**config.mk**
```make
export PLATFORM = sky130hd
export DESIGN_NAME = present_encoder
export DESIGN_NICKNAME = d
export VERILOG_FILES = /design/src/rtl/present_encoder.sv
export SDC_FILE = /design/constraint.sdc
export NUM_CORES = 1
export LEC_CHECK = 0
export BUFFER_PORTS_ARGS = -buffer_cell sky130_fd_sc_hd__buf_2
export CORE_AREA = 2 2 231 233
export DETAILED_ROUTE_END_ITERATION = 8
export DIE_AREA = 0 0 233 235
export GPL_TIMING_DRIVEN = 0
export HOLD_SLACK_MARGIN = 0.02
export PLACE_DENSITY_LB_ADDON = 0.3
export SYNTH_ARGS = -nofsm -noshare
export SYNTH_HDL_FRONTEND = slang
export SYNTH_SLANG_ARGS = --single-unit
export TNS_END_PERCENT = 20
```
**constraint.sdc**
```tcl
create_clock -name clk -period 12.1 [get_ports clk]
set_input_delay 0.605 -clock clk [delete_from_list [all_inputs] [get_ports clk]]
set_output_delay 0.605 -clock clk [all_outputs]
set_load 0.1 [all_outputs]
```
**src/rtl/present_encoder.sv**
```systemverilog
// Iterative PRESENT-80 encryptor: one round per clock, 31 rounds plus final
// key whitening, ciphertext registered and held until the next block completes.
module present_encoder #(
   parameter int unsigned NR_ROUNDS   = 32,
   parameter logic [79:0] INITIAL_KEY = 80'h0
) (
   input  logic        clk,
   input  logic        reset,
   input  logic [1:0]  pl,
   input  logic [79:0] in_text,
   output logic [63:0] text,
   output logic        done,
   output logic        busy
);

   typedef enum logic {S_IDLE, S_RUN} state_e;

   state_e      fsm_q, fsm_d;
   logic [79:0] key_q, key_d;
   logic [79:0] rk_q, rk_d;
   logic [63:0] st_q, st_d;
   logic [5:0]  round_q, round_d;
   logic [63:0] text_q, text_d;
   logic        done_q, done_d;
   logic        last_round;

   function automatic logic [3:0] sbox4(input logic [3:0] x);
      logic [3:0] y;
      case (x)
         4'h0: y = 4'hC;  4'h1: y = 4'h5;  4'h2: y = 4'h6;  4'h3: y = 4'hB;
         4'h4: y = 4'h9;  4'h5: y = 4'h0;  4'h6: y = 4'hA;  4'h7: y = 4'hD;
         4'h8: y = 4'h3;  4'h9: y = 4'hE;  4'hA: y = 4'hF;  4'hB: y = 4'h8;
         4'hC: y = 4'h4;  4'hD: y = 4'h7;  4'hE: y = 4'h1;  default: y = 4'h2;
      endcase
      return y;
   endfunction

   function automatic logic [63:0] s_layer(input logic [63:0] x);
      logic [63:0] y;
      y = '0;
      for (int unsigned j = 0; j < 16; j++)
         y[6'(4*j) +: 4] = sbox4(x[6'(4*j) +: 4]);
      return y;
   endfunction

   // bit i lands at (16*i) mod 63; bit 63 is fixed
   function automatic logic [63:0] p_layer(input logic [63:0] x);
      logic [63:0] y;
      y     = '0;
      y[63] = x[63];
      for (int unsigned i = 0; i < 63; i++)
         y[6'((16*i) % 63)] = x[6'(i)];
      return y;
   endfunction

   function automatic logic [79:0] rk_upd(input logic [79:0] k, input logic [4:0] r);
      logic [79:0] t;
      t          = {k[18:0], k[79:19]};
      t[79:76]   = sbox4(t[79:76]);
      t[19:15]   = t[19:15] ^ r;
      return t;
   endfunction

   always_ff @(posedge clk or posedge reset) begin
      if (reset) begin
         fsm_q   <= S_IDLE;
         key_q   <= INITIAL_KEY;
         rk_q    <= '0;
         st_q    <= '0;
         round_q <= '0;
         text_q  <= '0;
         done_q  <= 1'b0;
      end else begin
         fsm_q   <= fsm_d;
         key_q   <= key_d;
         rk_q    <= rk_d;
         st_q    <= st_d;
         round_q <= round_d;
         text_q  <= text_d;
         done_q  <= done_d;
      end
   end

   always_comb begin
      last_round = (round_q == 6'(NR_ROUNDS));
      fsm_d      = fsm_q;
      case (fsm_q)
         S_IDLE:  if (!pl[1] && pl[0]) fsm_d = S_RUN;
         S_RUN:   if (last_round)      fsm_d = S_IDLE;
         default: fsm_d = S_IDLE;
      endcase
   end

   always_comb begin
      key_d   = key_q;
      rk_d    = rk_q;
      st_d    = st_q;
      round_d = round_q;
      text_d  = text_q;
      done_d  = 1'b0;
      if (fsm_q == S_IDLE) begin
         if (pl[1]) begin
            key_d = in_text;
         end else if (pl[0]) begin
            st_d    = in_text[63:0];
            rk_d    = key_q;
            round_d = 6'd1;
         end
      end else if (last_round) begin
         text_d  = st_q ^ rk_q[79:16];
         done_d  = 1'b1;
         round_d = '0;
      end else begin
         st_d    = p_layer(s_layer(st_q ^ rk_q[79:16]));
         rk_d    = rk_upd(rk_q, round_q[4:0]);
         round_d = round_q + 6'd1;
      end
   end

   assign text = text_q;
   assign done = done_q;
   assign busy = (fsm_q == S_RUN);

endmodule

```
==> results of run 1 <==
final timing paths:
| kind | end | from | depth (start not counted) |
|---|---|---|---|
| hold reg to reg | text[51] | text[51] | 2 |
| min in group clk | key_q[70] | in_text[70] | 2 |
| setup reg to reg | st_q[54] | busy | 5 |
| setup / recovery | st_q[54] | busy | 5 |
| max in group asynchronous | text[11] | reset | 4 |
| hold / removal | text[59] | reset | 2 |
metal layers:
| metal | vias up | track usage (%) |
|---|---|---|
| li1 | 5431 | - |
| met1 | 5907 | 26.1 |
| met2 | 305 | 32.1 |
| met3 | 86 | 3.12 |
| met4 | 2 | 7.60 |
| met5 | - | 0 |
flip-flops by register name, summed over array words and instances, names as in the netlist:
register  count
round_q       6
rk_q         80
busy          1
text         64
st_q         64
done          1
key_q        80
synthesized netlist by cell type, types with 26 or more instances:
cell type  count  area [µm²]
clkbuf_1      41         154
nand2_1      219         822
o21ai_0      183         916
a21oi_1       35         175
a31oi_1       26         163
buf_2         26         130
ha_1          55         688
mux2_2        77         867
xnor2_1       66         578
mux2i_1      116        1160
inv_1         80         300
dfrtp_1      296        7410
nor2_1        48         180
layout make-up:
type / count / area, µm² / share of cell area, %
buffer: 77 / 370 / 2.01
clock inverter: 10 / 178 / 0.966
inverter: 82 / 315 / 1.72
sequential: 296 / 7410 / 40.3
timing repair buffer: 151 / 801 / 4.36
clock buffer: 50 / 1030 / 5.63
tap: 688 / 861 / 4.68
antenna: 1 / 2.50 / 0.0136
multi-input combinational: 1000 / 7410 / 40.3
cell families after synthesis:
group / after synthesis
AOI/OAI and AO/OA: 302
xor gates and xnor gates: 94
adders and majority gates: 55
buffers and inverters: 159
DFF: 296
muxes: 225
and+or+nand+nor: 324
per-stage QoR:
step | cells | setup TNS (ps) | area, µm²
after floorplan | 1455 | 0 | 15500
after global routing | 2354 | 0 | 18400
final | 2355 | 0 | 18400
after detailed placement | 2294 | 0 | 17200
after global placement | 2292 | -72460 | 17100
after CTS | 2354 | 0 | 18400
==> flow_summary.ini, run 1 <==
[yosys]
ys_ff_latch = 296
synth_compound_area_share_pct = 11.2
synth-adder-area-share_pct = 4.44
yosys_warnings = 0
synth_mux_area_share_pct = 17.9
syn_area_mm2 = 0.0155
ys_async_sr_fraction_pct = 100
synth_ff_type = dfrtp_1
yosysSeqAreaShare_pct = 47.8
synthXorXnorAreaFrac_pct = 5.51
synthSimpleGateAreaFrac_pct = 8.81
syn_inst = 1455
ys_types = 45
synth_top_family_by_area = multiplexers
avgSynthCellArea_um2 = 10.7
synth_fp_nets = 1594
synth_edf_count = 0

[critical_path]
slowest_stage = clkbuf_1
cp-end-kind = register
worstSetupPathType = register to register
critPathMostFrequentCell = clkbuf_1
rrSetupSlack_ps = 8810
worst_setup_path_start_kind = register
critPathMaxStageDelay_ps = 990
cp.arrival_ps = 3730
crit_chain = buf_2, clkbuf_1, clkbuf_1, o2111ai_1, a31oi_1
crit_required_ps = 12540
path_max_fanout = 10
critical_path_buf_inv_count = 3
path_delay_family = buffers and inverters

[global_routing]
gr-usage-all-layers_pct = 19.7
grt-ovfl-total = 0
antenna_found_initial = 2
grt_first_pass_wirelength_um = 79200
grt_pass1_vias = 12000
grt_max_degree = 124

[place]
hpwl_um = 41400
io_buffers = 149
post-place-ws_ps = 8880
gp_congestion = 0.877

[floorplanning]
dieHeight_um = 235
core.rowCount = 84
dieWidth_um = 233
core-area_mm2 = 0.0522
start_util_pct = 29.7
ios = 150
die_area_mm2 = 0.0548

[outcome]
status = completed

[clock_network]
post_cts_resize_count = 0
path_clk_slew_ps = 60
post_cts_buffers = 0
cts_sinks = 296
tritoncts = done
cts_max_level = 2
cts_hold_buf = 0
root_buffer = clkbuf_16
cts_made_buffers = 35
cts_buffer_depth = 3
worst_skew_pair.late_latency_ps = 530

[timing]
whs_ps = 249
rsz0062_at_grt = no
slew_viol_final = 0
setup_violations = 0
max_slew_margin_pct = 11.7
tightest_slew_ps = 1320
period_needed_ps = 3290
max_freq_mhz = 304
hold_violations = 0
fin_ws_ps = 8810
finClkSkew_ps = 13.6
min_period_over_period_pct = 27.2

[detailed_routing]
met2WireLength_um = 25300
wl_per_cell_um = 22.8
ant_nets = 0
drc = 0
routed.top_layer = met5
route.met3.wl_um = 2510
drt-pass1-iter-count = 5
vias_per_cell = 4.98
met1_length_um = 23800
dr_total_vias = 11700
drt_iter0_drc = 856
wl_um = 53700

[finish]
utilization_pct = 35.2
area_growth_syn_to_layout_pct = 18.6
final_common_cell = dfrtp_1
fillCellCount = 5285
final_cell_mix = dfrtp_1 (296), nand2_1 (219), o21ai_0 (183)
drive_gt1_share_pct = 21.1
fin_nets = 1782

[hold_path]
min_path_type = input port to async pin

[run]
max-cap-violations = 0
Power of run 1 is left out: the tool's default activity adds up to more than one toggle a clock period on the data nets, which glitch-free logic cannot reach.
==> inputs of run 2 (changes only) <==
==> constraint.sdc (replaced) <==
create_clock -name clk -period 3.1 [get_ports clk]
set_input_delay 0.155 -clock clk [delete_from_list [all_inputs] [get_ports clk]]
set_output_delay 0.155 -clock clk [all_outputs]
set_load 0.1 [all_outputs]
==> run 2 against run 1 <==
Compared with the run above: register-to-register slack worse by 8700 ps; utilization increased by 1.8 points; non-clock buffer count rose by 87; fmax increased by 9.6%; critical path type unchanged; critical endpoint is now st_q[49]; highest routed layer unchanged.
==> flow_summary.ini, run 2 (synthesis results as in run 1) <==
[clock_network]
cts_made_buffers = 36
path_clk_slew_ps = 60
tritoncts = done
worst_skew_pair.late_latency_ps = 540
post_cts_buffers = 0
cts_sinks = 296
cts_buffer_depth = 3
cts_max_level = 2
root_buffer = clkbuf_16

[timing]
rsz0062_at_grt = no
finClkSkew_ps = 24.2
slew_viol_final = 0
tightest_slew_ps = 1420
max_slew_margin_pct = 5.25
period_needed_ps = 3000
hold_violations = 0
min_period_over_period_pct = 96.8
setup_violations = 0
max_freq_mhz = 333
whs_ps = 118

[critical_path]
timing.rr.end = st_q[49]
critPathMostFrequentCell = clkbuf_1
path_depth = 5
path_max_fanout = 10
r2r-start = busy
rrSetupSlack_ps = 100
worst_setup_path_start_kind = register
slowest_stage = clkbuf_1
crit_chain = buf_2, clkbuf_1, clkbuf_1, o2111ai_1, a31oi_1
cp-end-kind = register
path_delay_family = buffers and inverters
critical_path.startpoint = busy
critPathMaxStageDelay_ps = 920
worstSetupEndpoint = st_q[49]
cp.arrival_ps = 3460
worstSetupPathType = register to register
reg2regPathDepth = 5
crit_required_ps = 3550
critical_path_buf_inv_count = 3

[finish]
diodes = 0
stdcell_count = 2446
fin_nets = 1870
final_common_cell = dfrtp_1
utilization_pct = 37.0
final_cell_mix = dfrtp_1 (296), nand2_1 (219), o21ai_0 (183)
top_regs = key_q x80, rk_q x80
area_growth_syn_to_layout_pct = 24.7
design_area_mm2 = 0.0193
drive_gt1_share_pct = 20.7

[place]
dp.cells = 2300
dpl_cell_area_mm2 = 0.0173
hpwl_um = 42000
io_buffers = 149
gp_congestion = 0.883

[hold_path]
min_path_type = input port to register

[detailed_routing]
ant_nets = 0
wl_per_cell_um = 22.1
dr_total_vias = 12100
wl_um = 54100
drt-pass1-iter-count = 5
drc = 0
drt_iter0_drc = 959
vias_per_cell = 4.96

[global_routing]
grt_use_met1_pct = 26.1
grt_pass1_vias = 12200
grtUsageMet2_pct = 32.5
antenna_found_initial = 1
grt-ovfl-total = 0
grt_max_degree = 42
gr-usage-all-layers_pct = 19.7
grt_first_pass_wirelength_um = 79300
gr-usage-met3_pct = 3.01
grt-busiest-layer = met2

[floorplanning]
ios = 150
core-area_mm2 = 0.0522
die_area_mm2 = 0.0548
core.rowCount = 84
start_util_pct = 29.7
dieWidth_um = 233
dieHeight_um = 235

[run]
max-cap-violations = 0

[outcome]
status = completed
## run 2: cell count changes in the layout (fill, tap and decap cells not counted), moves of 2 or more
cell	delta
buf_12	+8
buf_16	-2
inv_6	+2
clkbuf_8	+3
dlygate4sd3_1	+81
## run 2: tightest hold or removal path, cell delays in order
cell	delay, ps
buf_2	120
a21o_1	240
o21ai_0	100
## run 2: worst min path at each step
stage	depth (start not counted)	startpoint	slack, ps	end
2_1_floorplan	1	in_text[18]	310	key_q[18]
3_3_place_gp	2	in_text[77]	390	key_q[77]
3_5_place_dp	2	reset	250	text[39]
4_1_cts	3	pl[0]	100	round_q[1]
5_1_grt	3	pl[0]	150	round_q[1]
6_report	3	pl[0]	120	round_q[1]
## run 2: layer usage
| metal | vias to the layer above | part of all wire (%) |
|---|---|---|
| met5 | - | 0.024 |
| met4 | 2 | 3.6 |
| met3 | 85 | 4.6 |
| met2 | 302 | 48 |
| met1 | 6134 | 44 |
| li1 | 5602 | - |
## run 2: per-stage QoR
step,setup TNS [ps],setup slack (ps)
2_1_floorplan,-291890,-986
3_3_place_gp,-848130,-2900
3_5_place_dp,-27.9,-27.9
4_1_cts,0,222
5_1_grt,0,150
6_report,0,99.5
## run 2: area by class of cell
cell class                      instances  area [µm²]
Buffer                                 77         372
Timing Repair Buffer                  238        1720
Multi-Input combinational cell       1000        7410
Fill cell                            5218       32900
Clock inverter                         12         170
Inverter                               82         312
Tap cell                              688         861
Sequential cell                       296        7410
Clock buffer                           53        1080
## run 2: repair_timing
item                       4_1_cts  5_1_grt
hold endpoints to repair       157        0
gates resized for setup          1        0
hold buffers                    81        0
setup endpoints to repair        2        0
Power of run 2 is left out for the same reason.
==> inputs of run 3 (changes only) <==
==> config.mk (replaced) <==
export PLATFORM = sky130hd
export DESIGN_NAME = present_encoder
export DESIGN_NICKNAME = d
export VERILOG_FILES = /design/src/rtl/present_encoder.sv
export SDC_FILE = /design/constraint.sdc
export NUM_CORES = 1
export LEC_CHECK = 0
export ABC_AREA = 1
export BUFFER_PORTS_ARGS = -buffer_cell sky130_fd_sc_hd__buf_2
export CORE_AREA = 2 2 240 242
export DETAILED_ROUTE_END_ITERATION = 8
export DIE_AREA = 0 0 242 244
export GPL_TIMING_DRIVEN = 0
export HOLD_SLACK_MARGIN = 0.02
export PLACE_DENSITY_LB_ADDON = 0.3
export SYNTH_ARGS = -nofsm -noshare
export SYNTH_HDL_FRONTEND = slang
export SYNTH_SLANG_ARGS = --single-unit
==> run 3 against run 2 <==
Compared with the run above: global-route usage up 2.6 points; register-to-register slack better by 370 ps; via count up 40%; synthesized area up 8.1%; die area up 7.8%; first-iteration DRC count up 57%; hold slack better by 46 ps; largest cell class unchanged; highest routed layer is now met4.
==> flow_summary.ini, run 3 <==
[floorplanning]
core-area_mm2 = 0.0562
core.rowCount = 87
die_area_mm2 = 0.0590
dieHeight_um = 244
start_util_pct = 29.8
ios = 150
dieWidth_um = 242

[finish]
ff_latch_area_mm2 = 0.00741
drive_gt1_share_pct = 10.2
area_growth_syn_to_layout_pct = 23.8
stdcell_count = 3474
final_cell_mix = nand2_1 (981), dfrtp_1 (296), inv_1 (289)
multi_input_area_mm2 = 0.00780
fin_nets = 2829
diodes = 0
final_common_cell = nand2_1
top_regs = key_q x80, rk_q x80
fillCellCount = 6055

[yosys]
syn_inst = 2412
synth_fp_nets = 2551
syn_area_mm2 = 0.0168
yosysSeqAreaShare_pct = 44.2
avgSynthCellArea_um2 = 6.94
synth_top_area_cell = dfrtp_1
ys_async_sr_fraction_pct = 100
synth_top_area_share_pct = 44.2
synth_ff_type = dfrtp_1
post-synth-top-count-cell = nand2_1
synth.area.top_cells = dfrtp_1 (44%), nand2_1 (22%), inv_1 (6.5%)
synth_edf_count = 0
ys_ff_latch = 296
synth_commonest_cells = nand2_1 (981), dfrtp_1 (296), inv_1 (290)
yosys_warnings = 0
ys_types = 27

[clock_network]
worst_skew_pair.late_latency_ps = 560
cts_sinks = 296
root_buffer = clkbuf_16
tritoncts = done
cts_made_buffers = 38
path_clk_slew_ps = 60
cts_max_level = 2
post_cts_resize_count = 0
cts_buffer_depth = 3

[timing]
max_slew_margin_pct = 18.1
slew_viol_final = 0
finClkSkew_ps = 18.0
period_needed_ps = 2630
max_freq_mhz = 380
whs_ps = 163
hold_violations = 0
rsz0062_at_grt = no
min_period_over_period_pct = 84.9
setup_violations = 0
tightest_slew_ps = 1230

[critical_path]
cp.arrival_ps = 3080
reg2regPathDepth = 5
worst_setup_path_start_kind = register
worstSetupPathType = register to register
rrSetupSlack_ps = 470
critical_path.startpoint = busy
path_max_fanout = 10
crit_required_ps = 3550
worstSetupEndpoint = st_q[6]
cp-end-kind = register
timing.rr.end = st_q[6]
r2r-start = busy

[detailed_routing]
drt_iter0_drc = 1501
ant_nets = 0
wl_per_cell_um = 19.1
drt-pass1-iter-count = 5
wl_um = 66500
dr_total_vias = 17000
drc = 0
vias_per_cell = 4.90

[run]
max-cap-violations = 0

[place]
hpwl_um = 51000
io_buffers = 149
gp_congestion = 0.933
dp.cells = 3325

[global_routing]
grt_first_pass_wirelength_um = 99900
gr-usage-all-layers_pct = 22.3
grt-ovfl-total = 0
antenna_found_initial = 0
grt_max_degree = 42
grt_pass1_vias = 16200

[outcome]
status = completed

[hold_path]
min_path_type = input port to register
[run 3: worst max-delay path: stages (launching register included)]
cell	delay, ps
dfrtp_1	530
buf_2	330
clkbuf_1	910
nand3_1	510
nand2_1	170
nand2_1	60
[run 3: layer usage]
layer / track usage [%] / share of wire (%)
met1: 30.0 / 44
met4: 8.17 / 3.4
met2: 36.9 / 46
met3: 2.80 / 6.6
met5: 0 / 0
[run 3: through the flow]
step	cell area (µm²)	TNS, ps	utilization (%)	setup WS (ps)
after floorplan	16800	-291890	-	-986
after global placement	18400	-888060	32.8	-3020
after detailed placement	18600	0	33.1	467
after CTS	20700	0	36.9	470
after global routing	20700	0	36.9	462
final	20700	0	36.9	469
[run 3: worst min path at each step]
stage                start         end  cells after the start
2_1_floorplan  in_text[77]   key_q[77]                      1
3_3_place_gp   in_text[78]   key_q[78]                      2
3_5_place_dp         reset    text[53]                      2
4_1_cts              pl[0]  round_q[2]                      4
5_1_grt              pl[0]  round_q[4]                      4
6_report             pl[0]  round_q[2]                      4
[run 3: kinds of logic after synthesis]
group,Yosys count,synth area share [%]
compound gates,374,11.5
xor+xnor,5,0.261
fa+ha+maj,55,4.11
buf+inv,388,9.24
flops,296,44.2
mux,3,0.202
simple gates,1291,30.4
[run 3: timing repair]
item,CTS,global route
hold buffers,81,0
hold endpoints to repair,128,0
buffers inserted,0,0
[run 3: cell type report]
cell class,instances,share of cell area (%)
plain buffers,96,2.18
inverters,292,5.30
repair buffers,238,8.27
flip-flops and latches,296,35.7
clock buffers,56,5.60
well taps,756,4.56
clock inverters,12,0.802
multi-input cells,1728,37.6
Power of run 3 is left out for the same reason.
